File: config.mk
export PLATFORM = sky130hd
export DESIGN_NAME = ifetch_unit
export DESIGN_NICKNAME = d
export VERILOG_FILES = /design/src/rtl/riscv_pkg.sv /design/src/rtl/pc_adder.sv /design/src/rtl/ifetch_unit.sv
export SDC_FILE = /design/constraint.sdc
export NUM_CORES = 1
export LEC_CHECK = 0
export ABC_AREA = 0
export CELL_PAD_IN_SITES_DETAIL_PLACEMENT = 1
export CELL_PAD_IN_SITES_GLOBAL_PLACEMENT = 1
export CORE_MARGIN = 2
export CORE_UTILIZATION = 25
export CTS_CLUSTER_DIAMETER = 120
export CTS_CLUSTER_SIZE = 28
export DETAILED_ROUTE_END_ITERATION = 10
export PLACE_DENSITY_LB_ADDON = 0.1
export SETUP_SLACK_MARGIN = 0.02
export SLEW_MARGIN = 30
export SYNTH_ARGS = -nofsm -noshare
export SYNTH_HDL_FRONTEND = slang
export SYNTH_SLANG_ARGS = --single-unit
File: constraint.sdc
create_clock -name clk -period 2.4 [get_ports clk]
set_input_delay 0.24 -clock clk [delete_from_list [all_inputs] [get_ports clk]]
set_output_delay 0.24 -clock clk [all_outputs]
set_load 0.01 [all_outputs]
File: src/rtl/riscv_pkg.sv
// Shared RISC-V core definitions: datapath width, reset vector and fetch FSM states.
package riscv_pkg;

   localparam int XLEN = 32;

   localparam logic [XLEN-1:0] RESET_VECTOR_DEFAULT = 32'h0000_0000;
   localparam logic [XLEN-1:0] PC_STEP              = 32'd4;
   localparam logic [XLEN-1:0] PC_ALIGN_MASK        = {{(XLEN-2){1'b1}}, 2'b00};

   typedef enum logic [1:0] {
      FETCH_REQ  = 2'd0,
      FETCH_WAIT = 2'd1,
      FETCH_HOLD = 2'd2
   } fetch_state_e;

endpackage

File: src/rtl/pc_adder.sv
// Sequential PC increment; wraps modulo 2^XLEN.
module pc_adder
   import riscv_pkg::*;
(
   input  logic [XLEN-1:0] pc,
   output logic [XLEN-1:0] pc_next
);

   assign pc_next = pc + PC_STEP;

endmodule

File: src/rtl/ifetch_unit.sv
// Single-outstanding instruction fetch unit with a one-entry decode buffer.
// Optional IFETCH_MISALIGN_CHECK_EN reports misaligned redirect targets on misalign_fault.
module ifetch_unit
   import riscv_pkg::*;
#(
   parameter logic [XLEN-1:0] RESET_VECTOR = RESET_VECTOR_DEFAULT
) (
   input  logic            clk,
   input  logic            rst_n,
   output logic            imem_req_valid,
   output logic [XLEN-1:0] imem_req_addr,
   input  logic            imem_req_ready,
   input  logic            imem_rsp_valid,
   input  logic [XLEN-1:0] imem_rsp_data,
   output logic            if_valid,
   output logic [XLEN-1:0] if_pc,
   output logic [XLEN-1:0] if_instr,
   input  logic            if_ready,
   input  logic            redirect_valid,
   input  logic [XLEN-1:0] redirect_pc,
   output logic            misalign_fault
);

   fetch_state_e    state_q, state_d;
   logic [XLEN-1:0] pc_q, pc_d;
   logic [XLEN-1:0] pc_inc;
   logic            drop_q, drop_d;
   logic            if_valid_q, if_valid_d;
   logic [XLEN-1:0] if_pc_q, if_pc_d;
   logic [XLEN-1:0] if_instr_q, if_instr_d;
   logic            fetch_enable_q;
   logic            req_fire;
   logic [XLEN-1:0] redirect_target;

   pc_adder u_pc_adder (
      .pc      (pc_q),
      .pc_next (pc_inc)
   );

   // Holds requests off until the first clock edge after reset is released.
   always_ff @(posedge clk or negedge rst_n) begin
      if (!rst_n) fetch_enable_q <= 1'b0;
      else        fetch_enable_q <= 1'b1;
   end

   assign imem_req_valid  = fetch_enable_q && (state_q == FETCH_REQ);
   assign imem_req_addr   = pc_q;
   assign req_fire        = imem_req_valid && imem_req_ready;
   assign redirect_target = redirect_pc & PC_ALIGN_MASK;

   assign if_valid = if_valid_q;
   assign if_pc    = if_pc_q;
   assign if_instr = if_instr_q;

   always_ff @(posedge clk or negedge rst_n) begin
      if (!rst_n) state_q <= FETCH_REQ;
      else        state_q <= state_d;
   end

   // Redirects win in every state; drop marks a response already in flight that must be discarded.
   always_comb begin
      state_d    = state_q;
      pc_d       = pc_q;
      drop_d     = drop_q;
      if_valid_d = if_valid_q;
      if_pc_d    = if_pc_q;
      if_instr_d = if_instr_q;

      if (redirect_valid) begin
         pc_d       = redirect_target;
         if_valid_d = 1'b0;
         state_d    = FETCH_REQ;
         case (state_q)
            FETCH_REQ: begin
               if (req_fire) begin
                  drop_d  = 1'b1;
                  state_d = FETCH_WAIT;
               end
            end
            FETCH_WAIT: begin
               if (imem_rsp_valid) begin
                  drop_d = 1'b0;
               end else begin
                  drop_d  = 1'b1;
                  state_d = FETCH_WAIT;
               end
            end
            default: ;
         endcase
      end else begin
         case (state_q)
            FETCH_REQ: begin
               if (req_fire) state_d = FETCH_WAIT;
            end
            FETCH_WAIT: begin
               if (imem_rsp_valid) begin
                  if (drop_q) begin
                     drop_d  = 1'b0;
                     state_d = FETCH_REQ;
                  end else begin
                     if_instr_d = imem_rsp_data;
                     if_pc_d    = pc_q;
                     if_valid_d = 1'b1;
                     pc_d       = pc_inc;
                     state_d    = FETCH_HOLD;
                  end
               end
            end
            FETCH_HOLD: begin
               if (if_ready) begin
                  if_valid_d = 1'b0;
                  state_d    = FETCH_REQ;
               end
            end
            default: state_d = FETCH_REQ;
         endcase
      end
   end

   always_ff @(posedge clk or negedge rst_n) begin
      if (!rst_n) begin
         pc_q       <= RESET_VECTOR;
         drop_q     <= 1'b0;
         if_valid_q <= 1'b0;
         if_pc_q    <= '0;
         if_instr_q <= '0;
      end else begin
         pc_q       <= pc_d;
         drop_q     <= drop_d;
         if_valid_q <= if_valid_d;
         if_pc_q    <= if_pc_d;
         if_instr_q <= if_instr_d;
      end
   end

`ifdef IFETCH_MISALIGN_CHECK_EN
   logic misalign_q;

   always_ff @(posedge clk or negedge rst_n) begin
      if (!rst_n) misalign_q <= 1'b0;
      else        misalign_q <= redirect_valid && (redirect_pc[1:0] != 2'b00);
   end

   assign misalign_fault = misalign_q;
`else
   assign misalign_fault = 1'b0;
`endif

endmodule
==> results of run 1 <==
sequential cells by signal (all words and copies together) (netlist names):
name            count
if_instr           32
if_pc              30
imem_req_addr      30
state_q             2
drop_q              1
fetch_enable_q      1
if_valid            1
layout make-up:
| type | count | area, um2 | area share, % |
|---|---|---|---|
| flip-flops and latches | 97 | 2430 | 36.3 |
| repair buffers | 185 | 1820 | 27.2 |
| multi-input cells | 249 | 1800 | 27.0 |
| well taps | 225 | 282 | 4.21 |
| clock buffers | 10 | 239 | 3.57 |
| clock inverters | 6 | 90.1 | 1.35 |
| inverters | 7 | 26.3 | 0.393 |
kinds of logic (layout without fill, tap and decap cells):
kind of cell | count (synthesis) | count (layout) | synth area share (%)
AND/OR/NAND/NOR | 114 | 114 | 14.2
flip-flops | 97 | 97 | 55.8
multiplexers | 63 | 63 | 16.3
AO/OA/AOI/OAI | 54 | 54 | 7.68
buffers and inverters | 31 | 208 | 3.37
XOR/XNOR | 11 | 11 | 2.22
other | 2 | 6 | 0.173
adder cells (fa/ha/maj) | 1 | 1 | 0.288
worst max-delay path, cell delays in order (launching register included):
cell and delay [ns]:
dfrtp_1 0.47, nand4bb_1 0.25, buf_4 0.21, or4_4 0.56, or4_1 0.42, a31oi_1 0.19
power groups by stage:
| stage | combinational [mW] | sequential [mW] | clock, mW |
|---|---|---|---|
| 6_report | 2.36 | 2.54 | 1.62 |
| 3_3_place_gp | 2.36 | 2.55 | 0 |
| 4_1_cts | 2.41 | 2.55 | 1.68 |
| 5_1_grt | 2.52 | 2.64 | 1.75 |
| 3_5_place_dp | 2.39 | 2.58 | 0 |
| 2_1_floorplan | 0.616 | 2.82 | 0 |
synthesized netlist by cell type, drive strengths merged (2+ instances only):
master / number
a21oi: 3
a31oi: 15
and3: 2
and4: 3
buf: 13
clkbuf: 11
conb: 2
dfrtp: 97
inv: 7
mux2: 62
nand2: 28
nand3: 15
nand4: 10
nor2: 20
nor3: 4
nor4: 3
o21ai: 20
o31a: 2
o31ai: 11
or3: 5
or4: 18
xnor2: 6
xor2: 5
worst min-delay path by stage:
stage	start	end	slack [ns]
2_1_floorplan	rst_n	drop_q	-0.06
3_3_place_gp	rst_n	if_pc[24]	0.34
3_5_place_dp	rst_n	if_pc[24]	0.34
4_1_cts	redirect_pc[6]	imem_req_addr[6]	0.44
5_1_grt	redirect_pc[7]	imem_req_addr[7]	0.46
6_report	redirect_pc[7]	imem_req_addr[7]	0.45
repair_timing:
action,4_1_cts,5_1_grt
setup buffers,0,0
hold buffers,1,0
hold endpoints to repair,49,0
resized for setup,0,0
layer usage:
layer / vias to the layer above / share of wire (%) / GRT usage (%)
met1: 1831 / 43 / 18.4
met2: 79 / 51 / 25.4
met3: 11 / 4.5 / 3.39
met4: 0 / 1.4 / 5.67
met5: - / 0 / 0
li1: 1709 / - / -
==> impl_metrics.ini, run 1 <==
[place]
place_congestion = 0.779
place_area_mm2 = 0.00635
io_buffer_count = 161
dpl_worst_slack_ns = 0.0209
post-place-cells = 762
hpwl_um = 9890

[timing]
fin_crit_ns = 2.19
hold_violations = 0
finalCritPeriodShare_pct = 91.1
fmax_mhz = 457
setup_ws_ns = 0.213
slew_headroom_pct = 52.6
setup_viol = 0
rsz0062_at_grt = false
setup_tns_ns = 0
tightest_slew_ns = 0.711
worst_clock_skew_ns = 0.00829
drv_slew = 0
whs_ns = 0.454

[cts]
cts_root_buf = clkbuf_16
htreeDepth = 3
cts.sinks = 97
worstSkewPairLatency_ns = 0.35
cts_tree = built
cts_buffer_depth = 2
clkSlewWorstSetupHoldPaths_ns = 0.07
cts_buffers = 9

[pwr]
combPwrFrac_pct = 36.2
p_leak_nw = 2.64
clkPwrFrac_pct = 24.8
cellPowerDensity_mw_per_mm2 = 974
power_mw = 6.51
switching_share_pct = 28.5
peakVddDrop_v = 0.000472
power_switching_mw = 1.86
seq_power_share_pct = 39.0
p_int_mw = 4.66

[synthesis]
ys_types = 37
synth-edff-count = 0
synthFlopType = dfrtp_1
ys_seq_area_share_pct = 55.8
postSynthCellCount = 373
syn_area_per_cell_um2 = 11.7
synth.area.top_cells = dfrtp_1 (56%), mux2_2 (16%), or4_1 (2.8%)
synth_area_mm2 = 0.00435
async_flop_share_pct = 100
yosysWarnings = 0
synth_seq_cells = 97
synth_top_area_share_pct = 55.8
yosysTopAreaCell = dfrtp_1

[route]
ant_nets = 0
vias_per_cell = 4.66
dr.pass1.iters = 4
wl_per_cell_um = 16.9
drc = 0
vias = 3630
drtIter0Drc = 150
drt-total-wl_um = 13200

[global_routing]
grt-ovfl-total = 0
grt_max_degree = 52
grt_pass1_wl_um = 21100
grt_use_total_pct = 14.9
grt_pass1_vias = 3970
antenna_found_initial = 0

[flow_run]
cap_violations = 0

[worst_setup_path]
reg2reg_from = state_q[1]
endpoint_kind = register
r2r_cells = 5
path_max_fanout = 10
r2r_slack_ns = 0.21
crit_required_ns = 2.67
start_kind = register
crit_path_end = imem_req_addr[25]
timing.rr.end = imem_req_addr[25]
arrival_ns = 2.45
crit_path_start = state_q[1]
crit_type = register to register

[layout]
layout_common_cells = clkdlybuf4s50_1 (160), dfrtp_1 (97), mux2_2 (62)
n_fill_cell = 1906
fin_area_mm2 = 0.00669
final_common_cell = clkdlybuf4s50_1
nets = 620
drive_above_1_share_pct = 19.1
stdcell_count = 779
diodes = 0
finish.utilization_pct = 38.9
syn2layout_area_growth_pct = 53.7

[floorplan]
initial_core_util_pct = 25.3
die_w_um = 136
die-area_mm2 = 0.0185
io_pins = 169
fp.dieH_um = 136
core_area_mm2 = 0.0172
num_rows = 48

[min_path]
min_path_type = input pin to register
min_path_cells = 3

[outcome]
status = finished, final reports clean
Power figures use the tool's default switching activity.
==> inputs of run 2 (changes only) <==
--- a/config.mk
+++ b/config.mk
@@ -8,11 +8,11 @@
 export ABC_AREA = 0
 export CELL_PAD_IN_SITES_DETAIL_PLACEMENT = 1
 export CELL_PAD_IN_SITES_GLOBAL_PLACEMENT = 1
-export CORE_MARGIN = 2
 export CORE_UTILIZATION = 25
 export CTS_CLUSTER_DIAMETER = 120
 export CTS_CLUSTER_SIZE = 28
 export DETAILED_ROUTE_END_ITERATION = 10
+export GPL_TIMING_DRIVEN = 1
 export PLACE_DENSITY_LB_ADDON = 0.1
 export SETUP_SLACK_MARGIN = 0.02
 export SLEW_MARGIN = 30
==> constraint.sdc (replaced) <==
create_clock -name clk -period 2.4 [get_ports clk]
set_input_delay 0.24 -clock clk [delete_from_list [all_inputs] [get_ports clk]]
set_output_delay 0.24 -clock clk [all_outputs]
set_load 0.02 [all_outputs]
==> impl_metrics.ini, run 2 (same netlist as run 1, synthesis figures left out) <==
[route]
ant_nets = 0
vias = 3579
dr.pass1.iters = 4
vias_per_cell = 4.63
drtIter0Drc = 114
wl_per_cell_um = 16.9
drt-total-wl_um = 13100
drc = 0

[timing]
setup_ws_ns = 0.234
fmax_mhz = 462
setup_tns_ns = 0
whs_ns = 0.454
tightest_slew_ns = 0.736
drv_slew = 0
fin_crit_ns = 2.17
slew_headroom_pct = 50.9
setup_viol = 0
worst_clock_skew_ns = 0.00730
finalCritPeriodShare_pct = 90.2
hold_violations = 0
rsz0062_at_grt = false

[flow_run]
cap_violations = 0

[place]
post-place-cells = 756
hpwl_um = 9660
io_buffer_count = 161
dpl_worst_slack_ns = 0.00242
place_congestion = 0.767

[floorplan]
core_area_mm2 = 0.0168
num_rows = 47
die_w_um = 134
initial_core_util_pct = 25.9
io_pins = 169
die-area_mm2 = 0.0179
fp.dieH_um = 134

[layout]
syn2layout_area_growth_pct = 54.0
drive_above_1_share_pct = 18.8
diodes = 0
largest_reg_flops = 32
final_common_cell = clkdlybuf4s50_1
nets = 619
layout_common_cells = clkdlybuf4s50_1 (160), dfrtp_1 (97), mux2_2 (62)
stdcell_count = 773

[global_routing]
grt_use_total_pct = 15.6
grt_pass1_vias = 3908
grt_max_degree = 54
grt_pass1_wl_um = 21600
antenna_found_initial = 0
grt-ovfl-total = 0

[cts]
clkSlewWorstSetupHoldPaths_ns = 0.07
cts_buffers = 9
cts_buffer_depth = 2
cts.sinks = 97
cts_root_buf = clkbuf_16
htreeDepth = 3
cts_tree = built
worstSkewPairLatency_ns = 0.35
postCtsSetupBuffers = 0

[worst_setup_path]
arrival_ns = 2.43
path_max_fanout = 8
endpoint_kind = register
start_kind = register
crit_required_ns = 2.67
crit_type = register to register

[pwr]
switching_share_pct = 32.6
p_leak_nw = 2.63
clkPwrFrac_pct = 24.0
cellPowerDensity_mw_per_mm2 = 1050
seq_power_share_pct = 36.2
power_switching_mw = 2.29
p_int_mw = 4.74
power_mw = 7.02
combPwrFrac_pct = 39.8
peakVddDrop_v = 0.000465

[min_path]
min_path_type = input pin to register

[outcome]
status = finished, final reports clean
-- run 2: cell types whose count changed in the layout (fill, tap and decap cells not counted) --
cell,previous run,this run
buf_4,22,20
buf_12,2,3
bufinv_16,2,3
clkbuf_1,0,1
clkbuf_8,1,0
clkinv_2,1,0
clkinv_4,1,0
clkinvlp_4,1,2
-- run 2: metal layers --
| metal | part of all wire (%) | wire length [um] | GRT usage [%] |
|---|---|---|---|
| met4 | 1.0 | 136 | 4.17 |
| met1 | 45 | 5890 | 20.2 |
| met3 | 4.7 | 614 | 3.93 |
| met2 | 49 | 6460 | 25.9 |
| met5 | 0 | 0 | 0 |
-- run 2: cell type report --
class	count	area (um2)
well taps	220	275
multi-input cells	249	1800
flip-flops and latches	97	2430
repair buffers	184	1820
inverters	7	26.3
fillers	1805	10100
clock buffers	10	229
clock inverters	6	114
-- run 2: critical path: stages (launching register included) --
cell and delay [ns]:
dfrtp_1 0.42, nand4bb_1 0.25, or4_1 0.72, or4_1 0.51
a31oi_1 0.17
-- run 2: path summary, 6_finish.rpt --
check	from	to	slack, ns	cells past startpoint
min	redirect_pc[8]	imem_req_addr[8]	0.45	3
min reg2reg	if_pc[27]	if_pc[27]	0.51	1
min in group asynchronous	rst_n	if_pc[27]	0.51	2
max	drop_q	imem_req_addr[23]	0.23	4
max in group asynchronous	rst_n	if_instr[11]	1.21	3
max reg2reg	drop_q	imem_req_addr[23]	0.23	4
-- run 2: per-stage QoR --
stage / utilization, % / area [um2]
6_report: 40.0 / 6700
5_1_grt: 40.0 / 6700
4_1_cts: 40.0 / 6700
3_5_place_dp: 37.9 / 6340
3_3_place_gp: 37.9 / 6340
2_1_floorplan: - / 4360
-- run 2: power by group through the flow --
| stage | sequential (mW) | combinational, mW | clock, mW |
|---|---|---|---|
| global route | 2.63 | 2.97 | 1.81 |
| floorplan | 3.25 | 0.618 | 0 |
| CTS | 2.55 | 2.85 | 1.75 |
| finish | 2.54 | 2.80 | 1.68 |
| detailed placement | 2.58 | 2.84 | 0 |
| global placement | 2.55 | 2.80 | 0 |
-- run 2: repair_timing --
action                                 4_1_cts  5_1_grt
setup endpoints to repair                    0        0
hold buffers                                 1        0
resized for setup                            0        0
endpoints found under the hold margin       43        0
